$ cat src/rtl/pll_seq_pkg.sv
// Shared definitions for the PLL reset sequencer.
//   seq_state_t : sequencer state encoding
//   cnt_width() : width of the shared cycle counter, sized for the largest
//                 phase duration so the counter never wraps
package pll_seq_pkg;

  typedef enum logic [2:0] {
    ST_HOLD,
    ST_WAIT_LOCK,
    ST_STABLE,
    ST_RUN,
    ST_FAIL
  } seq_state_t;

  // The counter only ever reaches (duration - 1), so $clog2(max) bits suffice.
  function automatic int unsigned cnt_width(input int unsigned a,
                                            input int unsigned b,
                                            input int unsigned c);
    int unsigned m;
    m = a;
    if (b > m) m = b;
    if (c > m) m = c;
    return (m < 2) ? 1 : $clog2(m);
  endfunction

endpackage

$ cat src/rtl/sync_2ff.sv
// Two-flop synchronizer for a single-bit level signal.
//   clk : destination clock
//   rst : asynchronous active-high reset, clears both flops
//   d   : asynchronous input
//   q   : synchronized output (2-cycle latency)
module sync_2ff (
  input  logic clk,
  input  logic rst,
  input  logic d,
  output logic q
);

  logic meta;

  always_ff @(posedge clk or posedge rst) begin
    if (rst) begin
      meta <= 1'b0;
      q    <= 1'b0;
    end else begin
      meta <= d;
      q    <= meta;
    end
  end

endmodule

$ cat src/rtl/pll_reset_sequencer.sv
// PLL reset sequencer: pulses PLL RESETB, waits for (synchronized) lock,
// requires a run of stable lock before releasing the output-domain reset,
// retries on timeout and gives up after MAX_RETRIES failed attempts.
//   clk         : reference clock
//   rst         : asynchronous active-high reset
//   pll_lock    : PLL LOCK, asynchronous to clk
//   restart     : one-cycle request to restart the sequence
//   pll_resetb  : PLL RESETB (active-low)
//   sys_reset   : reset for the PLL output clock domain (active-high)
//   locked      : high while running
//   fail        : high after the retry budget is exhausted
//   lock_lost   : one-cycle pulse when lock drops while running
//   retry_count : failed attempts since last run entry, restart or reset
module pll_reset_sequencer
  import pll_seq_pkg::*;
#(
  parameter int unsigned RESET_CYCLES  = 16,
  parameter int unsigned LOCK_TIMEOUT  = 4096,
  parameter int unsigned STABLE_CYCLES = 256,
  parameter int unsigned MAX_RETRIES   = 3
) (
  input  logic                               clk,
  input  logic                               rst,
  input  logic                               pll_lock,
  input  logic                               restart,
  output logic                               pll_resetb,
  output logic                               sys_reset,
  output logic                               locked,
  output logic                               fail,
  output logic                               lock_lost,
  output logic [$clog2(MAX_RETRIES+1)-1:0]   retry_count
);

  localparam int unsigned CW = cnt_width(RESET_CYCLES, LOCK_TIMEOUT, STABLE_CYCLES);
  localparam int unsigned RW = $clog2(MAX_RETRIES + 1);

  localparam logic [CW-1:0] RC_LAST = CW'(RESET_CYCLES - 1);
  localparam logic [CW-1:0] LT_LAST = CW'(LOCK_TIMEOUT - 1);
  localparam logic [CW-1:0] SC_LAST = CW'(STABLE_CYCLES - 1);
  localparam logic [RW-1:0] MR      = RW'(MAX_RETRIES);

  seq_state_t    state, next_state;
  logic [CW-1:0] cnt, next_cnt;
  logic [RW-1:0] next_retry;
  logic          lost;
  logic          lock_s;

  sync_2ff u_sync (
    .clk (clk),
    .rst (rst),
    .d   (pll_lock),
    .q   (lock_s)
  );

  always_ff @(posedge clk or posedge rst) begin
    if (rst) begin
      state       <= ST_HOLD;
      cnt         <= '0;
      retry_count <= '0;
    end else begin
      state       <= next_state;
      cnt         <= next_cnt;
      retry_count <= next_retry;
    end
  end

  always_comb begin
    next_state = state;
    next_cnt   = cnt + 1'b1;
    next_retry = retry_count;
    lost       = (state == ST_RUN) && !lock_s;

    case (state)
      ST_HOLD: begin
        if (cnt == RC_LAST) begin
          next_state = ST_WAIT_LOCK;
          next_cnt   = '0;
        end
      end
      ST_WAIT_LOCK: begin
        if (lock_s) begin
          next_state = ST_STABLE;
          next_cnt   = '0;
        end else if (cnt == LT_LAST) begin
          next_cnt = '0;
          if (retry_count < MR) next_retry = retry_count + 1'b1;
          next_state = (next_retry == MR) ? ST_FAIL : ST_HOLD;
        end
      end
      ST_STABLE: begin
        if (!lock_s) begin
          next_state = ST_WAIT_LOCK;
          next_cnt   = '0;
        end else if (cnt == SC_LAST) begin
          next_state = ST_RUN;
          next_cnt   = '0;
          next_retry = '0;
        end
      end
      ST_RUN: begin
        next_cnt = '0;
        if (!lock_s) next_state = ST_HOLD;
      end
      ST_FAIL: begin
        next_cnt = '0;
      end
      default: begin
        next_state = ST_HOLD;
        next_cnt   = '0;
      end
    endcase

    // restart overrides everything; lost is left alone so a same-cycle
    // lock loss in RUN is still reported
    if (restart) begin
      next_state = ST_HOLD;
      next_cnt   = '0;
      next_retry = '0;
    end
  end

  // Outputs are flopped from next_state so they change exactly with the state.
  always_ff @(posedge clk or posedge rst) begin
    if (rst) begin
      pll_resetb <= 1'b0;
      sys_reset  <= 1'b1;
      locked     <= 1'b0;
      fail       <= 1'b0;
      lock_lost  <= 1'b0;
    end else begin
      pll_resetb <= (next_state == ST_WAIT_LOCK) || (next_state == ST_STABLE) ||
                    (next_state == ST_RUN);
      sys_reset  <= (next_state != ST_RUN);
      locked     <= (next_state == ST_RUN);
      fail       <= (next_state == ST_FAIL);
      lock_lost  <= lost;
    end
  end

endmodule
$ cat config.mk
export PLATFORM = sky130hd
export DESIGN_NAME = pll_reset_sequencer
export DESIGN_NICKNAME = d
export VERILOG_FILES = /design/src/rtl/pll_seq_pkg.sv /design/src/rtl/sync_2ff.sv /design/src/rtl/pll_reset_sequencer.sv
export SDC_FILE = /design/constraint.sdc
export NUM_CORES = 1
export LEC_CHECK = 0
export ABC_CLOCK_PERIOD_IN_PS = 2700
export BUFFER_PORTS_ARGS = -buffer_cell sky130_fd_sc_hd__buf_2
export CELL_PAD_IN_SITES_DETAIL_PLACEMENT = 0
export CELL_PAD_IN_SITES_GLOBAL_PLACEMENT = 1
export CORE_UTILIZATION = 35
export CTS_CLUSTER_SIZE = 28
export DETAILED_ROUTE_END_ITERATION = 10
export GPL_TIMING_DRIVEN = 0
export PLACE_DENSITY = 0.59
export SLEW_MARGIN = 30
export SYNTH_ARGS = -nofsm -noshare
export SYNTH_HDL_FRONTEND = slang
export SYNTH_SLANG_ARGS = --single-unit
$ cat constraint.sdc
create_clock -name clk -period 2.7 [get_ports clk]
set_clock_uncertainty 0.05 [all_clocks]
set_input_delay 0.405 -clock clk [delete_from_list [all_inputs] [get_ports clk]]
set_output_delay 0.405 -clock clk [all_outputs]
set_load 0.01 [all_outputs]
==> results_dict.tcl <==
set metrics [dict create \
    peakVddDrop_v 0.000265 \
    fin_crit_sh_pct 71.2 \
    path_max_fanout 8 \
    hold_buffers 0 \
    core_area_um2 3340 \
    antenna_found_initial 0 \
    start_util_pct 36.6 \
    cp-start-kind "flop" \
    grt_remaining_overflow 0 \
    io_buffers 9 \
    synth_commonest_cells "dfrtp_1, nor2_1, nand2_1" \
    cts_setup_buffers 0 \
    yosys.cell_types.count 38 \
    synth_flop_cell "dfrtp_1" \
    setup_violations 0 \
    worst_slew_pin_slew_ns 0.542 \
    syn-cell-area_um2 1220 \
    hold_path_class "in2async" \
    synth_area_per_cell_um2 10.3 \
    cellPowerDensity_nw_per_um2 431 \
    ant_nets 0 \
    root_buffer "clkbuf_4" \
    grt_pass1_vias 820 \
    cp_cell_sequence "or4_1 -> o41ai_1 -> a21oi_1 -> nand2b_1" \
    grt_start_max_net_pins 25 \
    via_count 917 \
    synth_edf_count 0 \
    synthesis.nets 124 \
    syn2layout_area_growth_pct 11.4 \
    worstSetupPathType "reg2reg" \
    yosys_warnings 0 \
    grt_usage_pct 14.3 \
    critPathSlowestCell "or4_1" \
    relSlewSlack_pct 63.5 \
    rsz0062_at_grt "false" \
    drt_pre_antenna_iters 3 \
    clk_latency_ns 0.31 \
    final.fill_count 350 \
    yosys.area.top_type "dfrtp_1" \
    die_x_um 61.1 \
    drv_slew 0 \
    fin_tns_setup_ns 0 \
    chipHeight_um 61.1 \
    fin_ws_ns 0.778 \
    clk_pin_slew_ns 0.13 \
    syn_inst 119 \
    post-place-ws_ns 0.764 \
    drive_gt1_share_pct 20.5 \
    dp_hpwl_mm 1.72 \
    status "finished clean" \
    cts_resized 0 \
    synth.area.top_cells "dfrtp_1, xor2_1, nor2_1, nand3_1, nand2_1" \
    die-area_um2 3730 \
    drt-total-wl_mm 2.33 \
    globalplace.congestion 0.737 \
    cts_sinks 24 \
    total_power_uw 587 \
    cts_tree "built" \
    ioPinCount 11 \
    synth.most_common_cell "dfrtp_1" \
    cp_data_arrival_time_ns 2.13 \
    min_period_ns 1.92 \
    slowest_delay_ns 0.59 \
    avgRoutedWirePerCell_um 13.1 \
    avgViaCountPerCell 5.15 \
    leakage_uw 0.000621 \
    antennaDiodeCount 0 \
    ys_seq_area_share_pct 49.2 \
    synth_top_cell_area_share_pct 47.1 \
    synth-async-reset-ratio_pct 100 \
    clock_path_buffers 2 \
    drt_iter0_markers 15 \
    fin_nets 138 \
    num_rows 21 \
    cts_made_buffers 3 \
    required_ns 2.91 \
    cap_violations 0 \
    htreeDepth 1 \
    hold_viol_final 0 \
    timing.fmax_mhz 520 \
    critPathCaptureType "flop" \
    ys_seq_elements 24 \
    drc_errors 0 \
    grt_pass1_wl_mm 3.88 \
]
## where the power goes
group / switching, uW / leakage [uW] / total (uW) / internal [uW]
Sequential: 5.34 / 0.000325 / 370 / 365
Combinational: 16.7 / 0.000276 / 26.9 / 10.3
Clock: 107 / 0.0000210 / 189 / 82.3
## placed cells by master, fill, tap and decap left out, types with 3 or more instances in the layout
cell type   n
and4_1      3
a21oi_1     5
nand3_1     8
nor3_1      5
xor2_1      8
nor2_1     14
and3_1      3
nand4_1     3
nand2_1     9
buf_2      11
buf_6       3
dfrtp_1    23
clkbuf_4    3
nor3b_1     3
## worst paths after layout
kind / start / endpoint / slack (ns) / cells after the start
hold reg to reg: u_sync.meta$_DFF_PP0_ / u_sync.q$_DFF_PP0_ / 0.32 / 0
hold / removal: rst / cnt[1]$_DFF_PP0_ / 0.05 / 2
max in group asynchronous: rst / sys_reset$_DFF_PP1_ / 2.20 / 2
min in group clk: pll_lock / u_sync.meta$_DFF_PP0_ / 0.14 / 1
setup reg to reg: cnt[8]$_DFF_PP0_ / sys_reset$_DFF_PP1_ / 0.78 / 4
setup / recovery: cnt[8]$_DFF_PP0_ / sys_reset$_DFF_PP1_ / 0.78 / 4
## layer usage
layer / global-route usage, % / wire length (um) / vias to the layer above
li1: - / - / 458
met1: 19.9 / 1200 / 450
met2: 22.0 / 1060 / 7
met3: 1.89 / 44 / 2
met4: 6.82 / 23 / 0
met5: 0 / 0 / -
## cell families (layout without fill, tap and decap cells)
family | count (synthesis) | in the layout | share of synthesized area [%]
buf+inv | 9 | 22 | 4.81
simple gates | 58 | 58 | 26.4
flops | 24 | 24 | 49.2
fa+ha+maj | 1 | 1 | 1.02
xor+xnor | 10 | 10 | 7.17
compound gates | 17 | 17 | 11.4
## through the flow
step / hold WS (ns) / instance area (um2) / cells / utilization (%)
2_1_floorplan: 0.281 / 1220 / 119 / -
3_3_place_gp: 0.287 / 1330 / 174 / 39.7
3_5_place_dp: 0.288 / 1330 / 174 / 39.7
4_1_cts: 0.128 / 1360 / 178 / 40.8
5_1_grt: 0.0875 / 1360 / 178 / 40.8
6_report: 0.0461 / 1360 / 178 / 40.8
## area by class of cell
cell class / instances / area, um2 / area share, %
Sequential cell: 24 / 602 / 44.2
Multi-Input combinational cell: 86 / 562 / 41.3
Tap cell: 46 / 57.6 / 4.23
Buffer: 6 / 47.5 / 3.49
Timing Repair Buffer: 9 / 45.0 / 3.31
Clock buffer: 4 / 36.3 / 2.67
Inverter: 3 / 11.3 / 0.827
## critical path: cells and delay by family (launching register included)
kind / cells / cell delay, ns
AND/OR/NAND/NOR: 2 / 0.77
AO/OA/AOI/OAI: 2 / 0.57
flip-flops: 1 / 0.47
## flip-flops by register name (all words and copies together), names as in the netlist
signal / flops
retry_count: 2
lock_lost: 1
locked: 1
u_sync.q: 1
pll_resetb: 1
sys_reset: 1
cnt: 12
fail: 1
state: 3
u_sync.meta: 1
Power figures use the tool's default switching activity.
